==> src/rtl/result_writeback.sv <==
// result_writeback: registers ALU/MDR, extends and aligns loads, selects the result and buffers one register-file write.
module result_writeback #(
    parameter int XLEN = 32,
    parameter int RA_W = 5
) (
    input  logic            clk,
    input  logic            rst_n,
    input  logic [XLEN-1:0] alu_result,
    input  logic            alu_out_en,
    input  logic [XLEN-1:0] mem_rdata,
    input  logic            mem_data_en,
    input  logic [2:0]      load_funct3,
    input  logic [2:0]      load_addr,
    input  logic [XLEN-1:0] pc_plus4,
    input  logic [1:0]      result_sel,
    output logic [XLEN-1:0] result,
    input  logic            wb_req,
    input  logic [RA_W-1:0] wb_rd_in,
    output logic            wb_busy,
    output logic            wb_valid,
    input  logic            wb_ready,
    output logic [XLEN-1:0] wb_data,
    output logic [RA_W-1:0] wb_rd,
    output logic            wb_we,
    output logic            wb_load_err
);
    localparam logic [0:0] EMPTY = 1'b0;
    localparam logic [0:0] FULL  = 1'b1;

    if (XLEN != 32 && XLEN != 64) begin : g_xlen_chk
        $error("result_writeback: XLEN must be 32 or 64");
    end

    logic [XLEN-1:0] alu_out_q, alu_out_d, mdr_q, mdr_d;
    logic [XLEN-1:0] wb_data_q, wb_data_d;
    logic [RA_W-1:0] wb_rd_q, wb_rd_d;
    logic [0:0]      state_q, state_d;
    logic            wb_we_q, wb_we_d, wb_err_q, wb_err_d;
    logic [63:0]     lane, ext;
    logic [2:0]      offset;
    logic            load_bad, load_err, accept;

    // Extension is done at 64 bits and truncated so one path serves both widths.
    always_comb begin
        alu_out_d = alu_out_en ? alu_result : alu_out_q;
        mdr_d     = mem_data_en ? mem_rdata : mdr_q;
        offset    = (XLEN == 64) ? load_addr : {1'b0, load_addr[1:0]};
        lane      = 64'(mdr_q) >> {offset, 3'b000};
        ext       = '0;
        load_bad  = 1'b0;
        case (load_funct3)
            3'd0: ext = {{56{lane[7]}}, lane[7:0]};
            3'd1: begin
                ext      = {{48{lane[15]}}, lane[15:0]};
                load_bad = load_addr[0];
            end
            3'd2: begin
                ext      = {{32{lane[31]}}, lane[31:0]};
                load_bad = |load_addr[1:0];
            end
            3'd3: begin
                ext      = lane;
                load_bad = (XLEN == 32) || (load_addr != 3'd0);
            end
            3'd4: ext = {56'd0, lane[7:0]};
            3'd5: begin
                ext      = {48'd0, lane[15:0]};
                load_bad = load_addr[0];
            end
            3'd6: begin
                ext      = {32'd0, lane[31:0]};
                load_bad = (XLEN == 32) || (|load_addr[1:0]);
            end
            default: load_bad = 1'b1;
        endcase
        if (load_bad) ext = '0;
        result   = (result_sel == 2'd0) ? alu_out_q :
                   (result_sel == 2'd1) ? ext[XLEN-1:0] :
                   (result_sel == 2'd2) ? alu_result : pc_plus4;
        load_err = (result_sel == 2'd1) && load_bad;
        // A full buffer may retire and reload in the same cycle.
        accept    = wb_req && (state_q == EMPTY || wb_ready);
        state_d   = accept ? FULL : (wb_ready ? EMPTY : state_q);
        wb_data_d = accept ? result : wb_data_q;
        wb_rd_d   = accept ? wb_rd_in : wb_rd_q;
        wb_err_d  = accept ? load_err : wb_err_q;
        wb_we_d   = accept ? ((wb_rd_in != '0) && !load_err) : wb_we_q;
    end

    always_ff @(posedge clk or negedge rst_n) begin
        if (!rst_n) begin
            alu_out_q <= '0;
            mdr_q     <= '0;
            state_q   <= EMPTY;
            wb_data_q <= '0;
            wb_rd_q   <= '0;
            wb_we_q   <= 1'b0;
            wb_err_q  <= 1'b0;
        end else begin
            alu_out_q <= alu_out_d;
            mdr_q     <= mdr_d;
            state_q   <= state_d;
            wb_data_q <= wb_data_d;
            wb_rd_q   <= wb_rd_d;
            wb_we_q   <= wb_we_d;
            wb_err_q  <= wb_err_d;
        end
    end

    assign wb_valid    = (state_q == FULL);
    assign wb_busy     = (state_q == FULL) && !wb_ready;
    assign wb_data     = wb_data_q;
    assign wb_rd       = wb_rd_q;
    assign wb_we       = wb_we_q;
    assign wb_load_err = wb_err_q;
endmodule

==> config.mk <==
export PLATFORM = sky130hd
export DESIGN_NAME = result_writeback
export DESIGN_NICKNAME = d
export VERILOG_FILES = /design/src/rtl/result_writeback.sv
export SDC_FILE = /design/constraint.sdc
export NUM_CORES = 1
export LEC_CHECK = 0
export CORE_UTILIZATION = 50
export CTS_BUF_LIST = sky130_fd_sc_hd__clkbuf_2 sky130_fd_sc_hd__clkbuf_4 sky130_fd_sc_hd__clkbuf_8
export DETAILED_ROUTE_END_ITERATION = 16
export GPL_ROUTABILITY_DRIVEN = 0
export PLACE_DENSITY = 0.87
export SKIP_LAST_GASP = 1
export SYNTH_ARGS = -nofsm -noshare
export SYNTH_HDL_FRONTEND = slang
export SYNTH_SLANG_ARGS = --single-unit
==> constraint.sdc <==
create_clock -name clk -period 7.1 [get_ports clk]
set_clock_uncertainty 0.05 [all_clocks]
set_input_delay 1.775 -clock clk [delete_from_list [all_inputs] [get_ports clk]]
set_output_delay 1.775 -clock clk [all_outputs]
set_load 0.02 [all_outputs]
After elaboration in Yosys (flattened, before gate mapping). Index checks and enable logic that the tools add are counted.

Flip-flop bits (word level): 104. Latch bits: 0. RAM bits: 0. ROM bits: 0. Input port bits: 115. Output and inout port bits: 73. Logic and storage cells: 39. Memories: 0.

Add/subtract/negate cells: 0. $mul: 0. Divide/modulo/power cells: 0. Magnitude comparators: 0. Equality and inequality tests: 8. Shifts and indexed selects: 1. Multiplexer cells: 8. Bitwise logic cells: 1. Reductions and logical operators: 14.

Operators with widths (count): one-hot mux 32 bit (7 select lines) (1); 2-to-1 mux 32 bit (4); right shift 32 x 5 -> 32 bit (1); == test 3 bit (second input constant) (3); == test 3 x 2 -> 1 bit (second input constant) (2); OR reduction 2 bit (3); nonzero test 5 bit (1); logical AND 1 bit (4); == test 3 x 1 -> 1 bit (second input constant) (1); logical NOT 3 bit (1); one-hot mux 1 bit (3 select lines) (1); == test 2 x 1 -> 1 bit (second input constant) (1); == test 2 bit (second input constant) (1); logical NOT 1 bit (2); logical NOT 2 bit (1); 2-to-1 mux 1 bit (2); nonzero test 2 bit (1); logical OR 1 bit (1); NOT 1 bit (1).

Depth between registers and ports, before layout. Gate-level depths: netlist of run 1.

Depth in word-level cells: 6. Mapped depth: 7. Mapped depth without buffers: 5.

Least setup slack after synthesis of run 1. No wires, ideal clock.

Path type: input to output. Start: input port load_addr[1]. End: output port result[6]. Data arrival time: 3.317 ns. Required time: 5.275 ns. Slack: 1.958 ns. Stages on the path: 6. Path buffers: 2. Cells stage by stage: clkbuf_2 > or4_4 > a21oi_4 > buf_6 > a32oi_1 > a21oi_1.

Longest elaborated chain between the ends: 5. Elaborated cells on any way between the ends: 7. Classes of those cells: shift: 1; mux: 5; reduce/logical: 1.

RTL lines: start, declared (line 13) `input logic [2:0] load_addr,`; right shift 32 x 5 -> 32 bit / OR reduction 2 bit (equally long branches) (line 48, 59); one-hot mux 32 bit (7 select lines) / one-hot mux 1 bit (3 select lines) (equally long branches) (line 51) `case (load_funct3)`; 2-to-1 mux 32 bit * (line 76) `if (load_bad) ext = '0;`; 2-to-1 mux 32 bit * (line 78) `(result_sel == 2'd1) ? ext[XLEN-1:0] :`; 2-to-1 mux 32 bit * (line 77) `result = (result_sel == 2'd0) ? alu_out_q :`; end, declared (line 16) `output logic [XLEN-1:0] result,`.

Every way passes the cells marked *; elsewhere a longest branch is shown, timed or not.

Final worst setup path of run 1.
Start: input port load_addr[0]. End: output port result[26].

Same word-level chain as after synthesis.

==> results of run 1 <==
[cells in the mapped netlist, drive strengths merged]
cell type | count | area share, %
a211oi | 18 | 2.4
a21boi | 1 | 0.14
a21o | 2 | 0.27
a21oi | 25 | 2.5
a221oi | 1 | 0.16
a22oi | 1 | 0.14
a2bb2oi | 7 | 1.1
a311o | 1 | 0.18
a32oi | 7 | 1.1
and2 | 2 | 0.22
and4 | 1 | 0.16
buf | 14 | 1.3
clkbuf | 28 | 1.9
dfrtp | 104 | 47
inv | 3 | 0.20
mux2 | 85 | 17
mux2i | 22 | 4.0
mux4 | 1 | 0.41
nand2 | 79 | 5.3
nand2b | 4 | 0.45
nand3 | 2 | 0.18
nand4 | 1 | 0.11
nor2 | 61 | 4.1
nor2b | 19 | 2.1
nor3 | 7 | 0.63
nor4 | 1 | 0.11
nor4b | 1 | 0.27
o2111a | 1 | 0.20
o2111ai | 1 | 0.16
o21a | 1 | 0.14
o21ai | 25 | 2.3
o221a | 1 | 0.20
o22ai | 7 | 0.79
o31ai | 16 | 2.2
or2 | 1 | 0.11
or3 | 1 | 0.11
or4 | 2 | 0.34
[stage by stage]
| stage | cell area, µm² | hold slack, ns | setup WS (ns) |
|---|---|---|---|
| floorplan | 5560 | 0.423 | 1.96 |
| global placement | 7470 | 0.410 | 0.765 |
| detailed placement | 7470 | 0.415 | 0.733 |
| CTS | 7660 | 0.437 | 0.714 |
| global route | 7660 | 0.466 | 0.510 |
| finish | 7660 | 0.436 | 0.669 |
[final timing paths]
check                           slack [ns]       endpoint  depth (start not counted)
worst max register to register        4.78    wb_data[26]                          5
min in group asynchronous             1.32     wb_data[0]                          1
max in group asynchronous             4.44  alu_out_q[31]                          2
worst max-delay path                  0.67     result[26]                          6
worst min-delay path                  0.44       wb_rd[1]                          2
worst min register to register        0.44       wb_rd[1]                          2
[sequential cells by signal, summed over array words and instances, names as in the netlist]
| register | count |
|---|---|
| alu_out_q | 32 |
| mdr_q | 32 |
| wb_data | 32 |
| wb_rd | 5 |
| wb_load_err | 1 |
| wb_valid | 1 |
| wb_we | 1 |
[kinds of logic after synthesis]
kind of cell,share of synthesized area (%)
AO/OA/AOI/OAI,13.9
buffers and inverters,3.40
flip-flops,46.8
multiplexers,21.6
AND/OR/NAND/NOR,14.3
[power breakdown]
part           switching [µW]  internal, µW
clock network             200           168
logic                     237           255
registers                48.6           666
total                     486          1090
[routing by layer]
layer / global-route usage, % / share of wire (%)
met1: 33.5 / 41
met2: 48.8 / 49
met3: 5.75 / 6.8
met4: 13.3 / 3.2
met5: 0 / 0
[final cells by class]
type | instances | area (µm²) | area share, %
multi-input cells | 405 | 2770 | 36.2
flip-flops and latches | 104 | 2600 | 34.0
repair buffers | 195 | 1920 | 25.0
well taps | 140 | 175 | 2.29
clock buffers | 11 | 139 | 1.81
clock inverters | 3 | 45.0 | 0.588
inverters | 3 | 11.3 | 0.147
[worst min-delay path, cell delays in order (launching register included)]
cell and delay [ns]:
dfrtp_1 0.35, nand2_1 0.05, nand2_1 0.06
==> qor.yml, run 1 <==
min_path:
  min_path_type: "reg2reg"
  min_from: "wb_rd[1]"
clock_tree:
  post_cts_buffers: 0
  clkSinkCount: 104
  cts_buffers: 9
  clkSlewWorstSetupHoldPaths_ns: 0.09
  insertion_delay_ns: 0.37
  cts_resized: 0
  cts_max_level: 3
  cts_tree: "yes"
  cts_hold_buf: 0
  clk_path_buf_depth: 2
  root_buffer: "clkbuf_8"
grt:
  grt_usage_pct: 28.2
  grt_start_max_net_pins: 64
  grt_overflow: 0
  grt_pass1_wl_um: 24900
  grt_pass1_vias: 4979
  antenna_found_initial: 0
floorplan:
  core.rowCount: 38
  die_x_um: 107
  die_area_um2: 11500
  initial_core_util_pct: 51.3
  die_h_um: 107
  io_pins: 188
  coreArea_um2: 10800
critical_path:
  critPathKind: "in2out"
  crit_buf_inv: 2
  crit_required_ns: 5.28
  path_cells: "clkdlybuf4s50_1 > mux2_1 > mux2_2 > o2111ai_1 > o21ai_0 > clkdlybuf4s50_1"
  reg2reg_from: "mdr_q[15]"
  critPathMaxStageDelay_ns: 0.74
  cpMostUsedCell: "clkdlybuf4s50_1"
  path_max_fanout: 11
  startpoint: "load_addr[0]"
  arrival_ns: 4.61
  start_kind: "input pin"
  cp_top_family: "buffers and inverters"
  cp_slowest_cell: "clkdlybuf4s50_1"
  end_kind: "primary output"
yosys:
  synth-seq-cells: 104
  syn-num-nets: 669
  synth_area_um2: 5560
  synth_cell_types: 45
  yosysSeqAreaShare_pct: 46.8
  syn_inst: 554
  yosysWarnings: 0
  avgSynthCellArea_um2: 10.0
layout:
  fin_cells: 861
  final_cell_mix: "clkdlybuf4s50_1 (183), dfrtp_1 (104), mux2_2 (83)"
  n_antenna_cell: 0
  drive_gt1_share_pct: 16.1
  final_util_pct: 70.6
  fill_cells: 823
  nets: 833
  area_growth_syn_to_layout_pct: 37.7
  final_common_cell: "clkdlybuf4s50_1"
timing:
  clock.fmax_ghz: 0.156
  period_minus_slack_ns: 6.43
  min_period_over_period_pct: 90.6
  relSlewSlack_pct: 37.3
  hold_viol_final: 0
  tns_ns: 0
  rsz0062_at_grt: "false"
  slew_viol_final: 0
  tightest_slew_ns: 0.940
  setup_viol: 0
route:
  drt-initial-drc-count: 245
  wirelength_um: 15900
  dr.pass1.iters: 5
  wire_per_inst_um: 18.5
  vias: 4845
  post_drt_via_cell_ratio: 5.63
  drcViolationCount: 0
  ant_nets: 0
place:
  hpwl_um: 12000
  post-place-cells: 847
  io_buffers: 186
power_and_ir_drop:
  vdd_drop_max_uv: 111
  power.density_nw_per_um2: 206
  finalPower_uw: 1570
  leakagePower_uw: 0.00315
outcome:
  outcome: "complete, no violations"
job:
  maxCapViolCount: 0
Note: power is estimated with default switching activity, not from simulation.
==> run 2: changes to the inputs <==
--- a/config.mk
+++ b/config.mk
@@ -5,10 +5,12 @@
 export SDC_FILE = /design/constraint.sdc
 export NUM_CORES = 1
 export LEC_CHECK = 0
+export CAP_MARGIN = 40
 export CORE_UTILIZATION = 50
 export CTS_BUF_LIST = sky130_fd_sc_hd__clkbuf_2 sky130_fd_sc_hd__clkbuf_4 sky130_fd_sc_hd__clkbuf_8
 export DETAILED_ROUTE_END_ITERATION = 16
 export GPL_ROUTABILITY_DRIVEN = 0
+export GPL_TIMING_DRIVEN = 0
 export PLACE_DENSITY = 0.87
 export SKIP_LAST_GASP = 1
 export SYNTH_ARGS = -nofsm -noshare
==> run 2 against run 1 <==
  * Final cell count is 3.4% higher
  * Worst hold slack improved by 0.0034 ns
  * Register-to-register slack barely moved
  * Wire length increased by 11%
  * Global-route usage rose by 3.8 points
  * Non-clock buffer count is 27 higher
  * Clock-buffer cell count unchanged
  * Core utilization rose by 1.0 points
  * Clock power increased by 14%
==> qor.yml, run 2 (synthesized netlist as in run 1, its figures left out) <==
critical_path:
  reg2regPathDepth: 5  # unchanged
  crit_buf_inv: 4  # +2
  cp.depth: 8  # +2
  start_kind: "input pin"
  cp_slowest_cell: "clkdlybuf4s50_1"
  path_cells: "clkdlybuf4s50_1 > buf_4 > nor4_1 > and4_1 > clkbuf_1 > a21oi_1 > o21ai_0 > clkdlybuf4s50_1"
  cp_top_family: "buffers and inverters"
  crit_required_ns: 5.28  # about the same
  critPathMaxStageDelay_ns: 0.71  # -0.03 ns
  critPathKind: "in2out"
  cpMostUsedCell: "clkdlybuf4s50_1"
  path_max_fanout: 10  # -1
  end_kind: "primary output"
  arrival_ns: 4.54  # -0.07 ns
layout:
  fill_cells: 822  # -0.12%
  drive_gt1_share_pct: 15.3  # -0.76 points
  seq_area_um2: 2600  # unchanged
  n_antenna_cell: 0  # unchanged
  area_growth_syn_to_layout_pct: 39.7
  multi_input_area_um2: 2770  # unchanged
  final_cell_mix: "clkdlybuf4s50_1 (178), dfrtp_1 (104), mux2_2 (83)"
  final_common_cell: "clkdlybuf4s50_1"
  nets: 860  # +3.2%
timing:
  hold_viol_final: 0  # unchanged
  setup_viol: 0  # unchanged
  slew_viol_final: 0  # unchanged
  setup_slack_ns: 0.738  # +0.0692 ns
  rsz0062_at_grt: "false"
  clock.fmax_ghz: 0.157  # +1.1%
  min_period_over_period_pct: 89.6  # -0.97 points
  relSlewSlack_pct: 43.2  # +5.9 points
  tightest_slew_ns: 0.849  # -0.0910 ns
  tns_ns: 0  # unchanged
  period_minus_slack_ns: 6.36  # -0.0692 ns
clock_tree:
  cts_max_level: 3  # unchanged
  post_cts_buffers: 0  # unchanged
  root_buffer: "clkbuf_8"
  clk_path_buf_depth: 2  # unchanged
  cts_tree: "yes"
  cts_hold_buf: 0  # unchanged
  clkSlewWorstSetupHoldPaths_ns: 0.10  # about the same
  insertion_delay_ns: 0.38  # about the same
  cts_resized: 0  # unchanged
  cts_buffers: 9  # unchanged
  clkSinkCount: 104  # unchanged
route:
  wirelength_um: 17800  # +11%
  post_drt_via_cell_ratio: 5.91  # +5.0%
  vias: 5260  # +8.6%
  dr.max_layer_used: "met4"
  ant_nets: 0  # unchanged
  met1_length_um: 6620  # +2.2%
  drt-initial-drc-count: 378  # +54%
  wire_per_inst_um: 20.0  # +7.8%
  dr.pass1.iters: 8  # +3
  dr_wl_met3_um: 1600  # +47%
  drcViolationCount: 0  # unchanged
  wl_met2_um: 8800  # +12%
floorplan:
  coreArea_um2: 10800  # unchanged
  io_pins: 188  # unchanged
  die_h_um: 107  # unchanged
  initial_core_util_pct: 51.3  # unchanged
  core.rowCount: 38  # unchanged
  die_area_um2: 11500  # unchanged
  die_x_um: 107  # unchanged
place:
  hpwl_um: 13700  # +15%
  pre_cts_slack_ns: 0.803  # +0.0705 ns
  io_buffers: 179  # -3.8%
power_and_ir_drop:
  power.density_nw_per_um2: 211  # +2.8%
  leakagePower_uw: 0.00318  # +1.1%
  vdd_drop_max_uv: 113  # +1.7%
grt:
  grt_usage_pct: 32.0  # +3.8 points
  grt_overflow: 0  # unchanged
  grt_pass1_vias: 5487  # +10%
  grt_start_max_net_pins: 63  # -1.6%
  grt_pass1_wl_um: 27700  # +11%
  antenna_found_initial: 0  # unchanged
min_path:
  min_path_type: "reg2reg"
  hold_path_depth: 2  # unchanged
outcome:
  outcome: "complete, no violations"
job:
  maxCapViolCount: 0  # unchanged
-- run 2: path summary, 6_finish.rpt --
path | slack, ns | startpoint | end
worst min register to register | 0.44 | wb_data[13] | wb_data[13]
max in group asynchronous | 4.87 | rst_n | wb_data[10]
worst max register to register | 4.78 | mdr_q[15] | wb_data[27]
worst max-delay path | 0.74 | load_addr[0] | result[27]
min in group asynchronous | 1.41 | rst_n | wb_data[0]
worst min-delay path | 0.44 | wb_data[13] | wb_data[13]
-- run 2: per-stage QoR --
stage | hold WS [ns] | cell area [µm²] | power [µW] | instances | utilization [%]
2_1_floorplan | 0.423 | 5560 | 970 | 554 | -
3_3_place_gp | 0.409 | 7530 | 1210 | 873 | 69.4
3_5_place_dp | 0.418 | 7540 | 1230 | 874 | 69.6
4_1_cts | 0.439 | 7770 | 1640 | 890 | 71.7
5_1_grt | 0.457 | 7770 | 1710 | 890 | 71.7
6_report | 0.439 | 7770 | 1640 | 890 | 71.7
-- run 2: worst min-delay path, delay by kind of cell (launching register included) --
family / cells / cell delay [ns]
DFF: 1 / 0.36
and+or+nand+nor: 1 / 0.05
AOI/OAI and AO/OA: 1 / 0.05
-- run 2: area by class of cell --
cell class	instances	share of cell area, %
flip-flops and latches	104	33.5
plain buffers	42	2.29
repair buffers	180	23.3
well taps	140	2.25
clock buffers	11	1.87
inverters	3	0.145
clock inverters	5	1.03
multi-input cells	405	35.6
-- run 2: per-layer routing --
layer  track usage [%]  up-vias
met3              7.26       63
met1              38.3     2542
met5                 0        -
li1                  -     2348
met4              17.1        0
met2              53.6      307
-- run 2: power breakdown --
part	leakage, µW	internal [µW]	total, µW	switching [µW]
clock	0.000109	212	420	208
sequential	0.00124	666	716	49.8
combinational	0.00184	256	506	250
total	0.00318	1130	1640	508
==> run 3: changes to the inputs <==
--- a/config.mk
+++ b/config.mk
@@ -8,11 +8,14 @@
 export CAP_MARGIN = 40
 export CORE_UTILIZATION = 50
 export CTS_BUF_LIST = sky130_fd_sc_hd__clkbuf_2 sky130_fd_sc_hd__clkbuf_4 sky130_fd_sc_hd__clkbuf_8
+export CTS_CLUSTER_DIAMETER = 80
 export DETAILED_ROUTE_END_ITERATION = 16
 export GPL_ROUTABILITY_DRIVEN = 0
 export GPL_TIMING_DRIVEN = 0
+export HOLD_SLACK_MARGIN = 0.15
 export PLACE_DENSITY = 0.87
 export SKIP_LAST_GASP = 1
+export SLEW_MARGIN = 15
 export SYNTH_ARGS = -nofsm -noshare
 export SYNTH_HDL_FRONTEND = slang
 export SYNTH_SLANG_ARGS = --single-unit
==> run 3 against run 2 <==
  * Maximum frequency shrank 0.24%
  * Flip-flop and latch count unchanged
  * Non-clock buffer count is the same
  * Register-to-register slack is essentially flat
  * Final area increased by 0.14%
  * Clock power about the same
  * Combinational power about the same
  * Highest routed layer unchanged
==> qor.yml, run 3 (synthesized netlist as in run 1, its figures left out) <==
grt:
  grt_overflow: 0  # unchanged
  grt_start_max_net_pins: 85  # +35%
  antenna_found_initial: 0  # unchanged
  grt_pass1_vias: 5412  # -1.4%
  grt_pass1_wl_um: 27300  # -1.2%
  grt_usage_pct: 31.5  # -0.48 points
timing:
  setup_viol: 0  # unchanged
  tightest_slew_ns: 0.856  # +0.00686 ns
  clock.fmax_ghz: 0.157  # -0.24%
  slew_viol_final: 0  # unchanged
  setup_slack_ns: 0.723  # -0.0152 ns
  min_period_over_period_pct: 89.8  # +0.21 points
  rsz0062_at_grt: "false"
  hold_viol_final: 0  # unchanged
  holdWs_ns: 0.436  # -0.00313 ns
  period_minus_slack_ns: 6.38  # +0.0152 ns
  tns_ns: 0  # unchanged
  relSlewSlack_pct: 42.8  # -0.46 points
job:
  maxCapViolCount: 0  # unchanged
clock_tree:
  insertion_delay_ns: 0.38  # about the same
  clkSlewWorstSetupHoldPaths_ns: 0.09  # about the same
  cts_hold_buf: 0  # unchanged
  cts_buffers: 9  # unchanged
  clkSinkCount: 104  # unchanged
  post_cts_buffers: 0  # unchanged
  cts_max_level: 3  # unchanged
  cts_resized: 0  # unchanged
  root_buffer: "clkbuf_8"
  clk_path_buf_depth: 2  # unchanged
  cts_tree: "yes"
route:
  vias: 5302  # +0.80%
  dr.pass1.iters: 5  # -3
  post_drt_via_cell_ratio: 5.96  # +0.80%
  ant_nets: 0  # unchanged
  drcViolationCount: 0  # unchanged
  wirelength_um: 17800  # about the same
  wire_per_inst_um: 20.0  # about the same
  drt-initial-drc-count: 316  # -16%
critical_path:
  crit_required_ns: 5.28  # about the same
  start_kind: "input pin"
  cp_slowest_cell: "nor4b_2"
  crit_buf_inv: 3  # -1
  path_cells: "clkdlybuf4s50_1 > buf_4 > mux4_2 > nor4b_2 > a21o_1 > a221oi_1 > nor2_1 > clkdlybuf4s50_1"
  cpMostUsedCell: "clkdlybuf4s50_1"
  path_max_fanout: 10  # unchanged
  end_kind: "primary output"
  cp_top_family: "buffers and inverters"
  critPathMaxStageDelay_ns: 0.70  # about the same
  arrival_ns: 4.55  # about the same
  critPathKind: "in2out"
power_and_ir_drop:
  p_seq_share_pct: 43.5  # about the same
  leakagePower_uw: 0.00319  # +0.14%
  switching_share_pct: 31.1  # +0.11 points
  pwr-share-comb_pct: 30.8  # about the same
  vdd_drop_max_uv: 116  # +2.9%
  power.density_nw_per_um2: 211  # about the same
  p_int_uw: 1130  # about the same
  clockPowerShare_pct: 25.7  # about the same
  p_switching_uw: 511  # +0.61%
place:
  pre_cts_slack_ns: 0.804  # +0.000188 ns
  post-place-cells: 874  # unchanged
  io_buffers: 179  # unchanged
  hpwl_um: 13700  # -0.63%
  place_area_um2: 7560  # +0.15%
floorplan:
  core.rowCount: 38  # unchanged
  die_x_um: 107  # unchanged
  coreArea_um2: 10800  # unchanged
  die_h_um: 107  # unchanged
  die_area_um2: 11500  # unchanged
  io_pins: 188  # unchanged
  initial_core_util_pct: 51.3  # unchanged
layout:
  final_common_cell: "clkdlybuf4s50_1"
  nets: 860  # unchanged
  n_antenna_cell: 0  # unchanged
  drive_gt1_share_pct: 15.3  # unchanged
  fin_cells: 890  # unchanged
  area_growth_syn_to_layout_pct: 39.9
  final_cell_mix: "clkdlybuf4s50_1 (178), dfrtp_1 (104), mux2_2 (83)"
  fin_area_um2: 7780  # +0.14%
min_path:
  min_path_type: "reg2reg"
outcome:
  outcome: "complete, no violations"
==> run 3: routing by layer <==
metal / track usage [%] / part of all wire [%] / up-vias
met5: 0 / 0 / -
met4: 14.1 / 3.5 / 0
met3: 6.96 / 8.4 / 63
met2: 53.2 / 50 / 312
met1: 38.7 / 38 / 2575
li1: - / - / 2352
==> run 3: cell type report <==
cell class,instances,area [µm²]
Multi-Input combinational cell,405,2770
Clock buffer,11,145
Inverter,3,11.3
Tap cell,140,175
Buffer,42,178
Sequential cell,104,2600
Fill cell,813,3060
Clock inverter,5,80.1
Timing Repair Buffer,180,1820
==> run 3: worst paths after layout <==
path | from | to | slack, ns | depth (start not counted)
max | load_addr[0] | result[15] | 0.72 | 8
max in group asynchronous | rst_n | mdr_q[29] | 5.13 | 2
min reg2reg | wb_data[13] | wb_data[13] | 0.44 | 2
min | wb_data[13] | wb_data[13] | 0.44 | 2
min in group asynchronous | rst_n | wb_data[28] | 1.18 | 1
max reg2reg | mdr_q[15] | wb_data[25] | 4.79 | 5
==> run 3: tightest hold or removal path, cell delays in order, from the launching register on <==
cell and delay, ns:
dfrtp_1 0.36, nand2_1 0.05, o31ai_1 0.05
==> run 3: through the flow <==
step	total power (µW)	utilization [%]
4_1_cts	1640	71.8
6_report	1650	71.8
5_1_grt	1710	71.8
3_5_place_dp	1230	69.7
3_3_place_gp	1210	69.4
2_1_floorplan	970	-
==> run 3: power by group through the flow <==
stage / clock network, µW / logic [µW] / registers, µW
after floorplan: 0 / 210 / 760
after detailed placement: 0 / 501 / 727
final: 423 / 507 / 716
after global placement: 0 / 485 / 721
after global routing: 450 / 538 / 724
after CTS: 424 / 504 / 715
